File: src/rtl/bus_uart_tx.sv
// Memory-mapped UART transmitter: TXDATA pushes into a byte FIFO, a frame FSM serialises at BAUD_DIV.
// Optional even-parity bit between data and stop when UART_TX_PARITY_EN is defined.
module bus_uart_tx #(
  parameter logic [31:0] BASE_ADDR   = 32'hFFFF_F100,
  parameter int          FIFO_DEPTH  = 8,
  parameter logic [15:0] DEFAULT_DIV = 16'd434
) (
  input  logic        cpu_clk,
  input  logic        cpu_rst,
  input  logic [31:0] Bus_addr,
  input  logic        Bus_wen,
  input  logic [31:0] Bus_wdata,
  output logic [31:0] Bus_rdata,
  output logic        uart_tx
);
  localparam int AW = (FIFO_DEPTH > 1) ? $clog2(FIFO_DEPTH) : 1;
  localparam int CW = AW + 1;
`ifdef UART_TX_PARITY_EN
  localparam logic PAR_EN = 1'b1;
`else
  localparam logic PAR_EN = 1'b0;
`endif

  typedef enum logic [2:0] {
    S_IDLE, S_START, S_DATA,
`ifdef UART_TX_PARITY_EN
    S_PARITY,
`endif
    S_STOP
  } state_e;

  logic          hit, wr_data, wr_stat, wr_div;
  logic          push_req, push, pop, full, empty, busy, tick;
  logic [7:0]    mem_q [FIFO_DEPTH];
  logic [AW-1:0] wr_ptr_q, wr_ptr_d, rd_ptr_q, rd_ptr_d;
  logic [CW-1:0] cnt_q, cnt_d;
  logic          ovf_q, ovf_d;
  logic [15:0]   div_q, div_d;
  state_e        state_q;
  logic [7:0]    shift_q;
  logic          par_q, tx_q;
  logic [15:0]   fdiv_q, baud_q;
  logic [2:0]    bit_q;
  logic [31:0]   status;
  logic          unused_wdata;

  assign hit      = (Bus_addr[31:4] == BASE_ADDR[31:4]);
  assign wr_data  = Bus_wen && hit && (Bus_addr[3:0] == 4'h0);
  assign wr_stat  = Bus_wen && hit && (Bus_addr[3:0] == 4'h4);
  assign wr_div   = Bus_wen && hit && (Bus_addr[3:0] == 4'h8);
  assign full     = (cnt_q == CW'(FIFO_DEPTH));
  assign empty    = (cnt_q == '0);
  assign busy     = (state_q != S_IDLE);
  assign pop      = !busy && !empty;
  assign push_req = wr_data;
  // A full FIFO still accepts a byte when the FSM frees a slot on the same edge.
  assign push     = push_req && (!full || pop);
  assign tick     = (baud_q == fdiv_q - 16'd1);
  assign uart_tx  = tx_q;
  assign unused_wdata = ^Bus_wdata[31:16];

  always_comb begin
    wr_ptr_d = wr_ptr_q;
    rd_ptr_d = rd_ptr_q;
    ovf_d    = ovf_q;
    div_d    = div_q;
    cnt_d    = cnt_q + CW'(push) - CW'(pop);
    if (push) wr_ptr_d = wr_ptr_q + AW'(1);
    if (pop)  rd_ptr_d = rd_ptr_q + AW'(1);
    if (push_req && full && !pop)    ovf_d = 1'b1;
    else if (wr_stat && Bus_wdata[3]) ovf_d = 1'b0;
    if (wr_div) div_d = (Bus_wdata[15:0] < 16'd2) ? 16'd2 : Bus_wdata[15:0];
  end

  always_ff @(posedge cpu_clk or negedge cpu_rst) begin
    if (!cpu_rst) begin
      wr_ptr_q <= '0;
      rd_ptr_q <= '0;
      cnt_q    <= '0;
      ovf_q    <= 1'b0;
      div_q    <= DEFAULT_DIV;
    end else begin
      wr_ptr_q <= wr_ptr_d;
      rd_ptr_q <= rd_ptr_d;
      cnt_q    <= cnt_d;
      ovf_q    <= ovf_d;
      div_q    <= div_d;
    end
  end

  always_ff @(posedge cpu_clk) begin
    if (push) mem_q[wr_ptr_q] <= Bus_wdata[7:0];
  end

  // tx_q is loaded with the level of the state being entered, so the line never glitches.
  always_ff @(posedge cpu_clk or negedge cpu_rst) begin
    if (!cpu_rst) begin
      state_q <= S_IDLE;
      tx_q    <= 1'b1;
      shift_q <= '0;
      par_q   <= 1'b0;
      fdiv_q  <= 16'd2;
      baud_q  <= '0;
      bit_q   <= '0;
    end else begin
      if (busy) baud_q <= tick ? 16'd0 : baud_q + 16'd1;
      case (state_q)
        S_IDLE: if (!empty) begin
          shift_q <= mem_q[rd_ptr_q];
          par_q   <= ^mem_q[rd_ptr_q];
          fdiv_q  <= div_q;
          baud_q  <= '0;
          tx_q    <= 1'b0;
          state_q <= S_START;
        end
        S_START: if (tick) begin
          bit_q   <= '0;
          tx_q    <= shift_q[0];
          state_q <= S_DATA;
        end
        S_DATA: if (tick) begin
          if (bit_q == 3'd7) begin
`ifdef UART_TX_PARITY_EN
            tx_q    <= par_q;
            state_q <= S_PARITY;
`else
            tx_q    <= 1'b1;
            state_q <= S_STOP;
`endif
          end else begin
            bit_q   <= bit_q + 3'd1;
            shift_q <= {1'b0, shift_q[7:1]};
            tx_q    <= shift_q[1];
          end
        end
`ifdef UART_TX_PARITY_EN
        S_PARITY: if (tick) begin
          tx_q    <= 1'b1;
          state_q <= S_STOP;
        end
`endif
        S_STOP: if (tick) begin
          tx_q    <= 1'b1;
          state_q <= S_IDLE;
        end
        default: begin
          tx_q    <= 1'b1;
          state_q <= S_IDLE;
        end
      endcase
    end
  end

  always_comb begin
    status        = '0;
    status[0]     = busy;
    status[1]     = full;
    status[2]     = empty;
    status[3]     = ovf_q;
    status[4]     = PAR_EN;
    status[15:8]  = 8'(cnt_q);
  end

  always_comb begin
    Bus_rdata = '0;
    if (hit) begin
      case (Bus_addr[3:0])
        4'h4:    Bus_rdata = status;
        4'h8:    Bus_rdata = {16'h0, div_q};
        default: Bus_rdata = '0;
      endcase
    end
  end
endmodule
File: config.mk
export PLATFORM = sky130hd
export DESIGN_NAME = bus_uart_tx
export DESIGN_NICKNAME = d
export VERILOG_FILES = /design/src/rtl/bus_uart_tx.sv
export SDC_FILE = /design/constraint.sdc
export NUM_CORES = 1
export LEC_CHECK = 0
export CAP_MARGIN = 20
export CORE_MARGIN = 8
export CORE_UTILIZATION = 52
export CTS_CLUSTER_SIZE = 14
export DETAILED_ROUTE_END_ITERATION = 8
export PLACE_DENSITY = 0.84
export RECOVER_POWER = 100
export SYNTH_ARGS = -nofsm -noshare
export SYNTH_HDL_FRONTEND = slang
export SYNTH_SLANG_ARGS = --single-unit
export TNS_END_PERCENT = 100
File: constraint.sdc
create_clock -name cpu_clk -period 4.44 [get_ports cpu_clk]
set_input_delay 0.888 -clock cpu_clk [delete_from_list [all_inputs] [get_ports cpu_clk]]
set_output_delay 0.888 -clock cpu_clk [all_outputs]
set_load 0.01 [all_outputs]
=== After elaboration in Yosys (flattened, before gate mapping) ===
Memory sizes are Yosys's and may differ from the RTL's.
Cells that the tools add are included.

* Memories kept: 1
* Bits in latches: 0
* Input port bits: 67
* Logic and storage cells: 92
* Memory bits (writable): 64
* Bits in read-only memories: 0
* Register bits after elaboration: 74
* Output and inout bits: 33

{| class="wikitable"
|+ Memory list
! name !! depth !! bits a word !! read ports !! clocked after Yosys merged registers in !! write ports !! RTL line !! text
|-
| mem_q || 8 || 8 || 1 || 0 || 1 || 34 || <nowiki>logic [7:0] mem_q [FIFO_DEPTH];</nowiki>
|}

* $lt $le $gt $ge: 1
* Multiplexer cells: 30
* Shift operators: 0
* Bitwise gates (word level): 1
* Add/sub/neg operators: 7
* Eq/ne operators: 15
* Divide/modulo/power cells: 0
* Reductions and logical operators: 26
* $mul: 0

{| class="wikitable"
|+ Operators with widths
! cell !! count
|-
| $mux W16 || 6
|-
| $pmux W16 S2 || 1
|-
| $eq A28 B28 Y1 const B || 1
|-
| $mux W8 || 3
|-
| $mux W3 || 7
|-
| $add A16 B1 Y16 const B || 1
|-
| $eq A16 B16 Y1 || 1
|-
| $lt A16 B2 Y1 const B || 1
|-
| $pmux W8 S2 || 1
|-
| $sub A16 B1 Y16 const B || 1
|-
| $ne A2 B2 Y1 const B || 6
|-
| $pmux W3 S4 || 1
|-
| $reduce_and A4 Y1 || 3
|-
| $add A3 B1 Y3 const B || 3
|-
| $logic_and A1 B1 Y1 || 9
|-
| $mux W1 || 9
|-
| $eq A4 B4 Y1 const B || 2
|-
| $logic_not A4 Y1 || 2
|-
| $eq A3 B2 Y1 const B || 2
|-
| $pmux W3 S2 || 1
|-
| $reduce_bool A2 Y1 || 3
|-
| $reduce_and A5 Y1 || 1
|-
| $add A4 B1 Y4 || 1
|-
| $eq A4 B3 Y1 const B || 1
|-
| 10 further kinds || 13
|}

=== Logic depth before layout (Yosys ltp) ===
* Depth after elaboration: 7
* Mapped depth: 12
* Gate-level depth less buffers: 11

=== Worst setup path after synthesis ===
OpenSTA, ideal clock, no wires.

* Kind: input-to-reg
* Start point: in Bus_addr[4]
* End point: mem mem_q[2][0], enable pin
* Path slack: 0.791 ns
* Arrival time: 3.264 ns
* Setup time: 0.385 ns
* Data required time: 4.055 ns
* Buffers on the path: 1
* Stages on the path: 8
* Path through: or4_1 nor3_1 nand3_1 nor2_1 and3_1 clkbuf_1 nand2b_1 nor3b_1

* Longest elaborated chain between the ends: 6

{| class="wikitable"
|+ RTL lines
! what !! RTL line !! text
|-
| start: declaration || 10 || <nowiki>input logic [31:0] Bus_addr,</nowiki>
|-
| $eq A28 B28 Y1 || 47 || <nowiki>assign hit = (Bus_addr[31:4] == BASE_ADDR[31:4]);</nowiki>
|-
| $logic_and A1 B1 Y1 (2 in series) || 48 || <nowiki>assign wr_data = Bus_wen && hit && (Bus_addr[3:0] == 4'h0);</nowiki>
|-
| $logic_and A1 B1 Y1 || 57 || <nowiki>assign push = push_req && (!full || pop);</nowiki>
|-
| named net push || 33 || <nowiki>logic push_req, push, pop, full, empty, busy, tick;</nowiki>
|-
| $mux W1 || 92 || <nowiki>if (push) mem_q[wr_ptr_q] <= Bus_wdata[7:0];</nowiki>
|-
| $mux W1 (not written as such) || 92 ||
|-
| end: declaration || 34 ||
|}

The timed path passes the listed nets, and every way through them passes these cells.

=== Worst setup path after layout ===
* Start point: in Bus_addr[4]
* End point: out Bus_rdata[4]

* Longest elaborated chain between the ends: 2

{| class="wikitable"
|+ RTL lines
! what !! RTL line !! text
|-
| $eq A28 B28 Y1 || 47 ||
|-
| $mux W16 || 166 || <nowiki>if (hit) begin</nowiki>
|-
| end: declaration || 13 || <nowiki>output logic [31:0] Bus_rdata,</nowiki>
|}

Every way passes these cells.

==> reports/qor.yml <==
logic_synthesis:
  synth_most_common_cell: "nand2_1"
  synth-edff-count: 64
  yosys.area.top_type_share: 0.2810
  yosys_warnings: 0
  seq_area_frac_synth: 0.5493
  yosysUniqueCellTypes: 64
  syn_area_per_cell_um2: 12.15
  synth-seq-cells: 137
  netlist_instances: 563
  syn_area_um2: 6840
  synth_flop_cell: "dfrtp_1"
  synth_area_leaders: "edfxtp_1 28%, dfrtp_1 24%, mux4_2 5.3%"
  synth.largest_area_cell: "edfxtp_1"
  ys_top_cells_by_count: "81 x nand2_1, 66 x dfrtp_1, 64 x edfxtp_1, 42 x nor2_1, 22 x xor2_1"
  synth-async-reset-ratio: 0.5328
floorplanning:
  die_w_um: 130.7
  rows: 42
  initial_utilization: 0.5249
  coreArea_um2: 13030
  die_y_um: 130.7
  dieArea_um2: 17080
  ios: 100
routing:
  drtAntennaViolNets: 0
  firstDrtPassIters: 5
  routed_via_density: 5.689
  finalWirelength_mm: 16.05
  num_vias: 4745
  drtIter0Drc: 392
  post-route-drc-count: 0
  avgRoutedWirePerCell_um: 19.25
clock_network:
  insertion_delay_ps: 430
  cts_made_buffers: 17
  htreeDepth: 4
  cts_buffer_depth: 2
  cts_root_buf: "clkbuf_16"
  cts_resized: 0
  cts_hold_buf: 0
  clk_pin_slew_worst_paths_ps: 60
  cts_tree: "done"
  cts_setup_buffers: 0
  cts_sinks: 137
global_route:
  grt-ovfl-total: 0
  grt_use_total: 0.1991
  grt_max_degree: 48
  grt_first_pass_wirelength_mm: 25.61
  grt_pass1_vias: 4865
  antenna_found_initial: 0
job:
  maxCapViolations: 1
timing:
  slew_violations: 38
  fin_crit_sh: 0.9468
  skew_ps: 10.11
  worst_slew_pin_slew_ps: 2029
  hold_viol: 0
  fmax_mhz: 237.9
  maxSlewHeadroom: -0.3528
  rsz0062_at_grt: "no"
  fin_crit_ps: 4204
  setup_tns_ps: 0
  finalSetupViolations: 0
cells_and_area:
  diodes: 0
  multi_input_area_um2: 2834
  n_fill_cell: 958
  stdcell_area_um2: 8213
  final_util: 0.6302
  syn2layout_area_growth_pct: 20.07
  final_nets: 730
  drive_gt1_frac: 0.1307
  seqCellArea_um2: 3757
worst_setup_path:
  cp_max_fo: 8
  startpoint: "Bus_addr[4]"
  start_kind: "input pin"
  crit_required_ps: 3550
  cp_slowest_cell: "dlygate4sd3_1"
  critPathArrivalTime_ps: 3320
  slowest_delay_ps: 610
  crit_chain: "clkdlybuf4s50_1 -> or4_1 -> nor3_1 -> nand3_1 -> nor2b_1 -> and2_1 -> dlygate4sd3_1"
  worstSetupPathType: "input pin to primary output"
  cp-end-kind: "primary output"
  reg2reg_from: "fdiv_q[0]"
power_and_ir_drop:
  power_density_nw_per_um2: 341.6
  totalPowerFinal_w: 0.002805
  power_leakage_nw: 3.264
  vdd_drop_max_v: 0.0003644
placed_design:
  globalplace.congestion: 0.9031
  place_hpwl_mm: 10.72
  postPlaceCellArea_um2: 7686
  io_buffers: 67
run_status:
  outcome: "finished with violations"
  failed_checks: "capacitance limit, slew limit"
min_path:
  min_path_type: "input pin to asynchronous set/reset pin"
==> metal layers <==
metal  GRT usage  vias to the layer above  part of all wire
li1            -                     2178                 -
met1      0.2381                     2377              0.41
met2      0.3437                      160              0.52
met3     0.04058                       30             0.047
met4     0.08373                        0             0.026
met5           0                        -                 0
==> layout by cell type, fill, tap and decap left out, drive strengths merged, types with 9 or more instances in the layout <==
master and instances:
clkbuf 30, clkdlybuf4s50 48, conb 16, dfrtp 66
dlygate4sd3 18, edfxtp 64, ha 17, inv 25
mux2 25, mux2i 9, mux4 16, nand2 81
nand4 11, nor2 43, nor3b 9, nor4 9
o21ai 19, xnor2 17, xor2 22
==> cells by family (layout without fill, tap and decap cells) <==
group,after synthesis,in the layout,share of synthesized area
XOR/XNOR,40,40,0.05323
AO/OA/AOI/OAI,57,57,0.05964
adder cells (fa/ha/maj),18,18,0.03402
AND/OR/NAND/NOR,209,209,0.1542
buffers and inverters,51,131,0.03823
multiplexers,50,50,0.1108
flip-flops,137,137,0.5493
other,1,16,0.0005482
==> sequential cells by signal, indices dropped and copies added, names as in the netlist <==
| register | flops |
|---|---|
| rd_ptr_q | 3 |
| state_q | 2 |
| fdiv_q | 16 |
| div_q | 16 |
| bit_q | 3 |
| shift_q | 8 |
| mem_q | 64 |
| wr_ptr_q | 3 |
| baud_q | 16 |
| cnt_q | 4 |
| ovf_q | 1 |
| uart_tx | 1 |
==> where the power goes <==
part	internal, W	total [W]	switching (W)
Combinational	0.0000400	0.0000819	0.0000419
Clock	0.000793	0.00139	0.000601
Sequential	0.00133	0.00133	0.000000000261
==> final cells by class <==
type | instances | area share
Clock inverter | 15 | 0.01889
Multi-Input combinational cell | 390 | 0.3451
Sequential cell | 137 | 0.4575
Inverter | 16 | 0.007313
Clock buffer | 17 | 0.05180
Timing Repair Buffer | 83 | 0.09263
Tap cell | 176 | 0.02681
==> worst paths after layout <==
check / cells after the start / slack, ps / end
worst max-delay path: 7 / 240 / Bus_rdata[4]
worst min-delay path: 1 / 430 / fdiv_q[15]
worst max register to register: 10 / 440 / baud_q[6]
worst min register to register: 2 / 480 / ovf_q
max in group asynchronous: 3 / 1290 / shift_q[2]
min in group cpu_clk: 2 / 480 / ovf_q
==> critical path, delay by kind of cell <==
family / cells / cell delay [ps]
and+or+nand+nor: 5 / 1420
buffers and inverters: 2 / 1000
==> through the flow <==
step / setup WS (ps) / instances / hold WS, ps
2_1_floorplan: 791.2 / 578 / 446.9
3_3_place_gp: 376.2 / 800 / 469.0
3_5_place_dp: 316.7 / 800 / 470.3
4_1_cts: 313.2 / 832 / 484.3
5_1_grt: 70.91 / 834 / 468.8
6_report: 236.0 / 834 / 431.5
Note: power is estimated with default switching activity, not from simulation.
